[src/rtl/instr_mem_loadable_if.sv]
// Load and fetch port bundle for the loadable instruction memory.
// The requester (master) drives loads and fetch requests; the memory (slave) answers.
interface instr_mem_loadable_if #(
  parameter int unsigned DATA_W = 32,
  parameter int unsigned ADDR_W = 5
);
  logic              ld_start;
  logic              ld_valid;
  logic [DATA_W-1:0] ld_data;
  logic              ld_busy;
  logic              ld_done;
  logic              fetch_req;
  logic [ADDR_W-1:0] fetch_addr;
  logic              fetch_ready;
  logic              fetch_valid;
  logic [DATA_W-1:0] fetch_data;
  logic              fetch_halt;

  modport master (
    output ld_start, ld_valid, ld_data, fetch_req, fetch_addr,
    input  ld_busy, ld_done, fetch_ready, fetch_valid, fetch_data, fetch_halt
  );

  modport slave (
    input  ld_start, ld_valid, ld_data, fetch_req, fetch_addr,
    output ld_busy, ld_done, fetch_ready, fetch_valid, fetch_data, fetch_halt
  );
endinterface

[src/rtl/instr_mem_loadable.sv]
// Instruction memory with a sequential program-load port and a single-cycle
// pipelined fetch port; fetches are blocked while a load is in progress.
module instr_mem_loadable #(
  parameter int unsigned      DATA_W   = 32,
  parameter int unsigned      ADDR_W   = 5,
  parameter int unsigned      OPC_W    = 5,
  parameter logic [OPC_W-1:0] HALT_OPC = OPC_W'(5'b10000)
) (
  input  logic                 clk,
  input  logic                 rst,
  instr_mem_loadable_if.slave  bus
);

  localparam int unsigned       DEPTH = 2 ** ADDR_W;
  localparam logic [ADDR_W-1:0] LAST  = ADDR_W'(DEPTH - 1);

  typedef enum logic {
    RUN  = 1'b0,
    LOAD = 1'b1
  } state_e;

  state_e            state_q, state_d;
  logic [ADDR_W-1:0] ptr_q, ptr_d;
  logic              ld_done_q, ld_done_d;
  logic              fetch_valid_q, fetch_valid_d;
  logic              fetch_halt_q, fetch_halt_d;
  logic [DATA_W-1:0] fetch_data_q, fetch_data_d;
  logic              mem_we_c;
  logic [DATA_W-1:0] rd_word_c;
  logic [DATA_W-1:0] mem_q [DEPTH];

  assign rd_word_c = mem_q[bus.fetch_addr];

  // Next-state: load sequencing plus fetch acceptance (only in RUN).
  always_comb begin
    state_d       = state_q;
    ptr_d         = ptr_q;
    ld_done_d     = 1'b0;
    mem_we_c      = 1'b0;
    fetch_valid_d = 1'b0;
    fetch_halt_d  = 1'b0;
    fetch_data_d  = fetch_data_q;

    unique case (state_q)
      RUN: begin
        if (bus.ld_start) begin
          state_d = LOAD;
          ptr_d   = '0;
        end
      end
      LOAD: begin
        if (bus.ld_start) begin
          ptr_d = '0;
        end else if (bus.ld_valid) begin
          mem_we_c = 1'b1;
          if (ptr_q == LAST) begin
            state_d   = RUN;
            ld_done_d = 1'b1;
          end else begin
            ptr_d = ptr_q + ADDR_W'(1);
          end
        end
      end
    endcase

    if (bus.fetch_req && (state_q == RUN)) begin
      fetch_valid_d = 1'b1;
      fetch_data_d  = rd_word_c;
      fetch_halt_d  = (rd_word_c[DATA_W-1 -: OPC_W] == HALT_OPC);
    end
  end

  always_ff @(posedge clk) begin
    if (rst) begin
      state_q       <= RUN;
      ptr_q         <= '0;
      ld_done_q     <= 1'b0;
      fetch_valid_q <= 1'b0;
      fetch_halt_q  <= 1'b0;
      fetch_data_q  <= '0;
    end else begin
      state_q       <= state_d;
      ptr_q         <= ptr_d;
      ld_done_q     <= ld_done_d;
      fetch_valid_q <= fetch_valid_d;
      fetch_halt_q  <= fetch_halt_d;
      fetch_data_q  <= fetch_data_d;
    end
  end

  // Storage is never reset so a program survives rst.
  always_ff @(posedge clk) begin
    if (mem_we_c && !rst) begin
      mem_q[ptr_q] <= bus.ld_data;
    end
  end

  assign bus.ld_busy     = (state_q == LOAD);
  assign bus.fetch_ready = (state_q == RUN);
  assign bus.ld_done     = ld_done_q;
  assign bus.fetch_valid = fetch_valid_q;
  assign bus.fetch_halt  = fetch_halt_q;
  assign bus.fetch_data  = fetch_data_q;

endmodule

[src/flat_wrapper.sv]
// flat-port wrapper written by rule: the top's interface ports become plain ports
module instr_mem_loadable_flat 
#(
  parameter int unsigned      DATA_W   = 32,
  parameter int unsigned      ADDR_W   = 5,
  parameter int unsigned      OPC_W    = 5,
  parameter logic [OPC_W-1:0] HALT_OPC = OPC_W'(5'b10000)
)
  (clk, rst, bus_ld_start, bus_ld_valid, bus_ld_data, bus_fetch_req, bus_fetch_addr, bus_ld_busy, bus_ld_done, bus_fetch_ready, bus_fetch_valid, bus_fetch_data, bus_fetch_halt);
  instr_mem_loadable_if #(.DATA_W(DATA_W), .ADDR_W(ADDR_W)) bus_i ();
  input  logic clk;
  input  logic rst;
  input wire logic [$bits(bus_i.ld_start)-1:0] bus_ld_start;
  input wire logic [$bits(bus_i.ld_valid)-1:0] bus_ld_valid;
  input wire logic [$bits(bus_i.ld_data)-1:0] bus_ld_data;
  input wire logic [$bits(bus_i.fetch_req)-1:0] bus_fetch_req;
  input wire logic [$bits(bus_i.fetch_addr)-1:0] bus_fetch_addr;
  output wire logic [$bits(bus_i.ld_busy)-1:0] bus_ld_busy;
  output wire logic [$bits(bus_i.ld_done)-1:0] bus_ld_done;
  output wire logic [$bits(bus_i.fetch_ready)-1:0] bus_fetch_ready;
  output wire logic [$bits(bus_i.fetch_valid)-1:0] bus_fetch_valid;
  output wire logic [$bits(bus_i.fetch_data)-1:0] bus_fetch_data;
  output wire logic [$bits(bus_i.fetch_halt)-1:0] bus_fetch_halt;
  assign bus_i.ld_start = bus_ld_start;
  assign bus_i.ld_valid = bus_ld_valid;
  assign bus_i.ld_data = bus_ld_data;
  assign bus_i.fetch_req = bus_fetch_req;
  assign bus_i.fetch_addr = bus_fetch_addr;
  assign bus_ld_busy = bus_i.ld_busy;
  assign bus_ld_done = bus_i.ld_done;
  assign bus_fetch_ready = bus_i.fetch_ready;
  assign bus_fetch_valid = bus_i.fetch_valid;
  assign bus_fetch_data = bus_i.fetch_data;
  assign bus_fetch_halt = bus_i.fetch_halt;
  instr_mem_loadable #(.DATA_W(DATA_W), .ADDR_W(ADDR_W), .OPC_W(OPC_W), .HALT_OPC(HALT_OPC)) u_core (.clk(clk), .rst(rst), .bus(bus_i));
endmodule
[config.mk]
export PLATFORM = sky130hd
export DESIGN_NAME = instr_mem_loadable_flat
export DESIGN_NICKNAME = d
export VERILOG_FILES = /design/src/rtl/instr_mem_loadable_if.sv /design/src/rtl/instr_mem_loadable.sv /design/src/flat_wrapper.sv
export SDC_FILE = /design/constraint.sdc
export NUM_CORES = 1
export LEC_CHECK = 0
export CORE_MARGIN = 1.5
export CORE_UTILIZATION = 40
export CTS_BUF_LIST = sky130_fd_sc_hd__clkbuf_4
export CTS_CLUSTER_SIZE = 14
export DETAILED_ROUTE_END_ITERATION = 12
export PLACE_DENSITY = 0.6
export SLEW_MARGIN = 40
export SYNTH_ARGS = -nofsm -noshare
export SYNTH_HDL_FRONTEND = slang
export SYNTH_SLANG_ARGS = --single-unit
export TNS_END_PERCENT = 100
[constraint.sdc]
create_clock -name clk -period 3.4 [get_ports clk]
set_input_delay 0.68 -clock clk [delete_from_list [all_inputs] [get_ports clk]]
set_output_delay 0.68 -clock clk [all_outputs]
set_load 0.02 [all_outputs]
==> results of run 1 <==
==> path summary, 6_finish.rpt <==
path | start | depth (start not counted) | to | slack (ns)
worst max-delay path | u_core.bus.fetch_data[16] | 1 | bus_fetch_data[16] | 0.42
worst min-delay path | bus_ld_data[10] | 1 | u_core.mem_q[28][10] | 0.10
worst max register to register | u_core.mem_q[10][28] | 5 | u_core.bus.fetch_halt | 1.24
worst min register to register | u_core.bus.fetch_data[31] | 2 | u_core.bus.fetch_data[31] | 0.45
==> logic make-up after synthesis <==
kind of cell             Yosys count  synth area share [%]
XOR/XNOR                           3                0.0650
AO/OA/AOI/OAI                     69                  1.14
adder cells (fa/ha/maj)            5                 0.155
AND/OR/NAND/NOR                  146                  1.75
buffers and inverters            101                  1.16
flip-flops                      1065                  78.0
multiplexers                     349                  17.7
==> power groups by stage <==
stage | Combinational (W) | Sequential, W | Clock [W]
2_1_floorplan | 0.000678 | 0.0147 | 0
6_report | 0.00131 | 0.0144 | 0.0107
5_1_grt | 0.00140 | 0.0144 | 0.0118
3_3_place_gp | 0.00131 | 0.0147 | 0
3_5_place_dp | 0.00133 | 0.0147 | 0
4_1_cts | 0.00134 | 0.0144 | 0.0111
==> flip-flops by register name, indices dropped and copies added, names as in the netlist <==
register	cells
u_core.bus.fetch_data	32
u_core.bus.ld_busy	1
u_core.bus.fetch_valid	1
u_core.bus.ld_done	1
u_core.mem_q	1024
u_core.bus.fetch_halt	1
u_core.ptr_q	5
==> per-stage QoR <==
stage	setup WS (ns)	instances	TNS, ns	util, %	total power (W)
final	0.425	3659	0	47.7	0.0265
after global routing	0.274	3658	0	47.7	0.0276
after CTS	0.225	3657	0	47.7	0.0269
after detailed placement	0.252	3163	0	44.2	0.0160
after global placement	0.269	3163	0	44.2	0.0160
after floorplan	-0.0663	1738	-65.12	-	0.0154
==> synth_stat cells, types with 2 or more instances <==
master	n
or3_1	2
clkbuf_1	44
a211oi_1	2
o22ai_1	34
nor2b_1	28
mux2i_1	9
buf_1	12
o31ai_1	26
nand2b_1	2
o21ai_0	2
nor2_1	47
dfxtp_1	41
nand2_1	43
ha_1	5
or3b_2	4
nand3_1	4
a21oi_1	3
xor2_1	2
or2_2	3
buf_4	8
inv_1	5
nand3b_1	7
nor4_1	2
buf_6	3
mux2_2	53
edfxtp_1	1024
mux4_2	287
buf_2	29
==> final cells by class <==
type / count / area share [%]
flip-flops and latches: 1065 / 66.0
repair buffers: 235 / 5.17
clock buffers: 421 / 6.61
diodes: 2 / 0.0105
well taps: 1298 / 3.40
clock inverters: 61 / 0.610
multi-input cells: 572 / 18.1
inverters: 5 / 0.0393
==> per-layer routing <==
layer	track usage [%]	part of all wire (%)
met3	4.21	6.1
met5	0	0
met4	6.47	2.0
met2	32.7	51
met1	25.8	41
==> flow_metrics.tcl, run 1 <==
set metrics [dict create \
    vias 19900 \
    antenna_found_initial 5 \
    seqCellArea_um2 31600 \
    crit_path_end_kind "output pin" \
    hold_violations 0 \
    p_int_w 0.0208 \
    drive_above_1_share_pct 41.8 \
    clk_latency_ns 1.12 \
    cts_sinks 1065 \
    path_max_fanout 2 \
    dpl.hpwl_mm 58.6 \
    drt-initial-drc-count 1949 \
    cp-start-kind "register" \
    core.rowCount 116 \
    dpl-instance-area_um2 44200 \
    slew-limit-headroom_pct 54.2 \
    fmaxAchievable_mhz 336 \
    fillers 8255 \
    peakVddDrop_v 0.000319 \
    htree_levels 5 \
    grt_pass1_vias 21400 \
    die_x_um 321 \
    crit_path_max_incr_delay_ns 0.70 \
    hold_class "in2reg" \
    worstPathCellList "clkdlybuf4s50_1" \
    timing.final.crit_share_pct 87.5 \
    multi_input_area_um2 8660 \
    synth_top_area_cell "edfxtp_1" \
    synth_area_um2 40400 \
    synth_seq_cells 1065 \
    crit_buf_inv 1 \
    first_pass_iters 6 \
    ys_seq_area_share_pct 78.0 \
    p_leak_nw 15.3 \
    required_ns 2.72 \
    post-route-min-period_ns 2.98 \
    synthCells 1738 \
    start_util_pct 40.4 \
    netSwitchingPower_w 0.00569 \
    max-cap-violations 0 \
    final_cell_mix "edfxtp_1, clkbuf_4, mux4_2" \
    drc 0 \
    nets 2213 \
    synth_top_area_share_pct 76.0 \
    gp_congestion 0.777 \
    yosysUniqueCellTypes 35 \
    hold_ws_ns 0.103 \
    synth_area_leaders "edfxtp_1, mux4_2, dfxtp_1" \
    tightest_slew_ns 0.688 \
    syn-num-nets 1785 \
    cpLargestDelayFamily "buffers and inverters" \
    hold_buffers 12 \
    skew_ns 0.107 \
    outcome "completed" \
    wl_per_cell_um 27.2 \
    fp.coreArea_um2 100000 \
    synth_ff_type "edfxtp_1" \
    postCtsResizedCells 0 \
    routed_wl_mm 99.4 \
    portBuffers 78 \
    ant_nets 0 \
    synth_edf_count 1024 \
    post_cts_buffers 0 \
    numCtsBuffers 287 \
    switching_share_pct 21.5 \
    pwr-share-clk_pct 40.5 \
    cts_tree "yes" \
    worstSetupPathType "reg2out" \
    overflow 0 \
    p_seq_share_pct 54.5 \
    p_comb_share_pct 5.0 \
    path_clk_slew_ns 0.07 \
    rsz0062_at_grt "false" \
    mostFrequentLayoutCell "edfxtp_1" \
    clockBufferDepth 4 \
    grt_usage_pct 19.7 \
    async_reset_ff_share_pct 0 \
    design_area_um2 47800 \
    die_area_um2 103000 \
    areaGrowthSynthToFinish_pct 18.2 \
    power_density_nw_per_um2 554 \
    grt_first_pass_wirelength_mm 145 \
    slew_viol_final 0 \
    ctsRootBufferMaster "clkbuf_4" \
    synth_warnings 0 \
    postSynthAreaPerCell_um2 23.3 \
    arrival_ns 2.30 \
    die_h_um 321 \
    cpMaxStageDelayCell "clkdlybuf4s50_1" \
    avgViaCountPerCell 5.44 \
    setup_viol 0 \
    grt_max_degree 57 \
    io_pins 79 \
]
(Power assumes the default switching activity.)
==> run 2, diff against run 1 <==
--- a/config.mk
+++ b/config.mk
@@ -7,7 +7,6 @@
 export LEC_CHECK = 0
 export CORE_MARGIN = 1.5
 export CORE_UTILIZATION = 40
-export CTS_BUF_LIST = sky130_fd_sc_hd__clkbuf_4
 export CTS_CLUSTER_SIZE = 14
 export DETAILED_ROUTE_END_ITERATION = 12
 export PLACE_DENSITY = 0.6
==> flow_metrics.tcl, run 2 (synthesis results as in run 1) <==
set metrics [dict create \
    grt_max_degree 57 \
    crit_path_end_kind "output pin" \
    fp.coreArea_um2 100000 \
    slew-limit-headroom_pct 54.6 \
    final_cell_mix "edfxtp_1, mux4_2, clkbuf_16" \
    hold_class "reg2reg" \
    core.rowCount 116 \
    max-cap-violations 0 \
    startpoint "u_core.bus.fetch_data[16]" \
    overflow 0 \
    regMostFlops "u_core.mem_q" \
    die_h_um 321 \
    power_density_nw_per_um2 567 \
    setup_viol 0 \
    arrival_ns 1.86 \
    avgViaCountPerCell 5.61 \
    largest_reg_flops 1024 \
    ant_nets 0 \
    clk_latency_ns 0.68 \
    finalSetupTns_ns 0 \
    skew_ns 0.0358 \
    grt_usage_pct 19.1 \
    mostFrequentLayoutCell "edfxtp_1" \
    first_pass_iters 5 \
    die_x_um 321 \
    path_max_fanout 2 \
    portBuffers 78 \
    fmaxAchievable_mhz 393 \
    path_clk_slew_ns 0.06 \
    hp-start "u_core.bus.fetch_data[31]" \
    drive_above_1_share_pct 33.5 \
    cts_sinks 1065 \
    cts_tree "yes" \
    fin_ws_ns 0.859 \
    rsz0062_at_grt "false" \
    wl_per_cell_um 29.2 \
    routed_wl_mm 98.1 \
    grt_pass1_vias 19800 \
    vias 18800 \
    gp_congestion 0.777 \
    antenna_found_initial 4 \
    fillers 8099 \
    nets 2018 \
    ctsRootBufferMaster "clkbuf_16" \
    numCtsBuffers 104 \
    postCtsResizedCells 0 \
    clockBufferDepth 3 \
    die_area_um2 103000 \
    post-route-min-period_ns 2.54 \
    dpl.hpwl_mm 58.6 \
    areaGrowthSynthToFinish_pct 17.6 \
    worstSetupPathType "reg2out" \
    p_total_w 0.0270 \
    start_util_pct 40.4 \
    peakVddDrop_v 0.000326 \
    io_pins 79 \
    cpMaxStageDelayCell "clkdlybuf4s50_1" \
    outcome "completed" \
    required_ns 2.72 \
    p_leak_nw 14.8 \
    dpl_worst_slack_ns 0.252 \
    cpLargestDelayFamily "buffers and inverters" \
    crit_path_max_incr_delay_ns 0.70 \
    cp-start-kind "register" \
    crit_buf_inv 1 \
    reg2reg_from "u_core.mem_q[4][28]" \
    worstPathCellList "clkdlybuf4s50_1" \
    drc 0 \
    ff2ff_setup_slack_ns 1.25 \
    timing.final.crit_share_pct 74.7 \
    slew_viol_final 0 \
    drt-initial-drc-count 2015 \
    post_cts_buffers 0 \
    tightest_slew_ns 0.681 \
    hold_buffers 0 \
    htree_levels 3 \
    grt_first_pass_wirelength_mm 141 \
    hold_violations 0 \
    n_antenna_cell 0 \
]
[run 2: layout make-up]
| class | count | area [µm²] | area share, % |
|---|---|---|---|
| Clock buffer | 139 | 2820 | 5.92 |
| Tap cell | 1298 | 1620 | 3.41 |
| Multi-Input combinational cell | 572 | 8660 | 18.2 |
| Sequential cell | 1065 | 31600 | 66.4 |
| Timing Repair Buffer | 223 | 2350 | 4.94 |
| Clock inverter | 55 | 517 | 1.09 |
| Inverter | 5 | 18.8 | 0.0395 |
[run 2: path summary, 6_finish.rpt]
check | to | cells after the start
max reg2reg | u_core.bus.fetch_halt | 5
min | u_core.bus.fetch_data[31] | 2
max | bus_fetch_data[16] | 1
min reg2reg | u_core.bus.fetch_data[31] | 2
[run 2: routing by layer]
metal | vias to the layer above | GRT usage, % | wire length, µm
li1 | 7846 | - | -
met1 | 10200 | 25.7 | 40800
met2 | 606 | 32.0 | 49100
met3 | 156 | 3.19 | 5470
met4 | 2 | 6.07 | 2680
met5 | - | 0 | 15
[run 2: worst register-to-register path, delay by kind of cell, from the launching register on]
kind | cells | cell delay [ns]
multiplexers | 3 | 1.38
AND/OR/NAND/NOR | 2 | 0.28
flip-flops | 1 | 0.37
[run 2: per-stage QoR]
stage          hold WS, ns  cells  area, µm²  util, %
2_1_floorplan        0.482   1738      40400        -
3_3_place_gp         0.436   3163      44300     44.2
3_5_place_dp         0.446   3163      44200     44.2
4_1_cts              0.456   3357      47600     47.5
5_1_grt              0.501   3357      47600     47.5
6_report             0.446   3357      47600     47.5
[run 2: where the power goes]
group	internal (W)	switching, W	total (W)
registers	0.0144	0.0000358	0.0144
clock network	0.00643	0.00480	0.0112
logic	0.000580	0.000720	0.00130
total	0.0214	0.00556	0.0270
==> run 3, diff against run 2 <==
==> constraint.sdc (replaced) <==
create_clock -name clk -period 2.2 [get_ports clk]
set_input_delay 0.44 -clock clk [delete_from_list [all_inputs] [get_ports clk]]
set_output_delay 0.44 -clock clk [all_outputs]
set_load 0.02 [all_outputs]
==> flow_metrics.tcl, run 3 (synthesis results as in run 1) <==
set metrics [dict create \
    post-route-min-period_ns 2.14 \
    setup_viol 0 \
    required_ns 1.76 \
    tightest_slew_ns 0.506 \
    crit_path_end_kind "output pin" \
    gp_congestion 0.781 \
    io_pins 79 \
    cts_sinks 1065 \
    final_cell_mix "edfxtp_1, mux4_2, buf_4" \
    fp.coreArea_um2 100000 \
    areaGrowthSynthToFinish_pct 21.0 \
    htree_levels 3 \
    slew-limit-headroom_pct 66.0 \
    die_area_um2 103000 \
    clk_latency_ns 0.67 \
    ant_nets 0 \
    start_util_pct 40.4 \
    path_max_fanout 2 \
    rsz0062_at_grt "false" \
    hold_buffers 0 \
    clockBufferDepth 3 \
    ctsRootBufferMaster "clkbuf_16" \
    fmaxAchievable_mhz 466 \
    grt_pass1_vias 20100 \
    worstSetupPathType "reg2out" \
    nets 2097 \
    grt_first_pass_wirelength_mm 148 \
    hold_violations 0 \
    arrival_ns 1.70 \
    timing.final.crit_share_pct 97.5 \
    regMostFlops "u_core.mem_q" \
    drc 0 \
    drive_above_1_share_pct 35.9 \
    hold_class "in2reg" \
    grt_usage_pct 20.4 \
    die_x_um 321 \
    worstPathCellList "clkdlybuf4s50_1" \
    grt_max_degree 33 \
    largest_reg_flops 1024 \
    numCtsBuffers 104 \
    max-cap-violations 0 \
    first_pass_iters 5 \
    outcome "completed" \
    dpl.hpwl_mm 62.9 \
    overflow 0 \
    cpLargestDelayFamily "buffers and inverters" \
    post_cts_buffers 0 \
    cts_tree "yes" \
    portBuffers 78 \
    p_leak_nw 15.5 \
    design_area_um2 48900 \
    routed_wl_mm 104 \
    fillers 7936 \
    avgViaCountPerCell 5.71 \
    fin_ws_ns 0.0560 \
    dpl_worst_slack_ns -0.309 \
    crit_buf_inv 1 \
    vias 19600 \
    power_density_nw_per_um2 856 \
    wl_per_cell_um 30.2 \
    antenna_found_initial 1 \
    mostFrequentLayoutCell "edfxtp_1" \
    dpl-instance-area_um2 45600 \
    drt-initial-drc-count 1980 \
    p_total_w 0.0419 \
    cpMaxStageDelayCell "clkdlybuf4s50_1" \
    crit_path_max_incr_delay_ns 0.64 \
    die_h_um 321 \
    path_clk_slew_ns 0.06 \
    slew_viol_final 0 \
    skew_ns 0.0151 \
    core.rowCount 116 \
    cp-start-kind "register" \
    peakVddDrop_v 0.000632 \
]
[run 3: changes by cell type in the layout (fill, tap and decap cells not counted), moves of 2 or more]
cell / before / now
clkinv_2: 15 / 22
inv_6: 2 / 0
buf_12: 45 / 96
nand2_1: 43 / 39
clkbuf_1: 30 / 18
nand2_4: 0 / 3
clkbuf_8: 2 / 5
dlygate4sd2_1: 0 / 14
diode_2: 0 / 2
buf_2: 17 / 0
buf_4: 103 / 131
dlymetal6s2s_1: 0 / 3
clkinv_1: 23 / 25
[run 3: layout make-up]
class | count | area [µm²] | share of cell area [%]
timing repair buffer | 302 | 3660 | 7.47
clock inverter | 64 | 534 | 1.09
antenna | 2 | 5.00 | 0.0102
inverter | 5 | 18.8 | 0.0384
clock buffer | 130 | 2810 | 5.75
multi-input combinational | 572 | 8710 | 17.8
tap | 1298 | 1620 | 3.32
sequential | 1065 | 31600 | 64.5
[run 3: worst paths after layout]
path | cells past startpoint | to | startpoint | slack [ns]
min | 3 | u_core.bus.ld_busy | bus_ld_start | 0.40
max reg2reg | 3 | u_core.mem_q[18][27] | u_core.ptr_q[2] | 0.18
max | 1 | bus_fetch_data[21] | u_core.bus.fetch_data[21] | 0.06
min reg2reg | 2 | u_core.bus.fetch_data[4] | u_core.bus.fetch_data[4] | 0.46
[run 3: routing by layer]
metal / wire, µm / GRT usage, % / share of wire, % / up-vias
met5: 0 / 0 / 0 / -
met1: 44000 / 28.9 / 42 / 10700
met2: 51200 / 33.4 / 49 / 780
met4: 2220 / 5.22 / 2.1 / 0
met3: 6340 / 2.72 / 6.1 / 148
li1: - / - / - / 8017
[run 3: tightest hold or removal path, delay by kind of cell]
kind / cells / cell delay (ns)
compound gates: 1 / 0.05
simple gates: 1 / 0.07
buf+inv: 1 / 0.48
[run 3: stage by stage]
stage	utilization [%]	instances	setup TNS [ns]	hold slack, ns
4_1_cts	48.8	3436	0	0.356
2_1_floorplan	-	1738	-101.30	0.479
6_report	48.9	3438	0	0.398
5_1_grt	48.9	3436	0	0.400
3_3_place_gp	45.5	3242	-134.90	0.440
3_5_place_dp	45.5	3242	-119.51	0.460
[run 3: timing repair]
| item | in CTS | in global routing |
|---|---|---|
| gates cloned | 0 | 0 |
| gates resized for setup | 14 | 3 |
| pin swaps | 0 | 0 |
| endpoints found under the setup margin | 14 | 3 |
[run 3: power breakdown]
group	switching (W)	leakage [nW]	internal [W]
Clock	0.00754	1.64	0.00989
Combinational	0.00112	4.36	0.00101
Sequential	0.0000617	9.54	0.0223
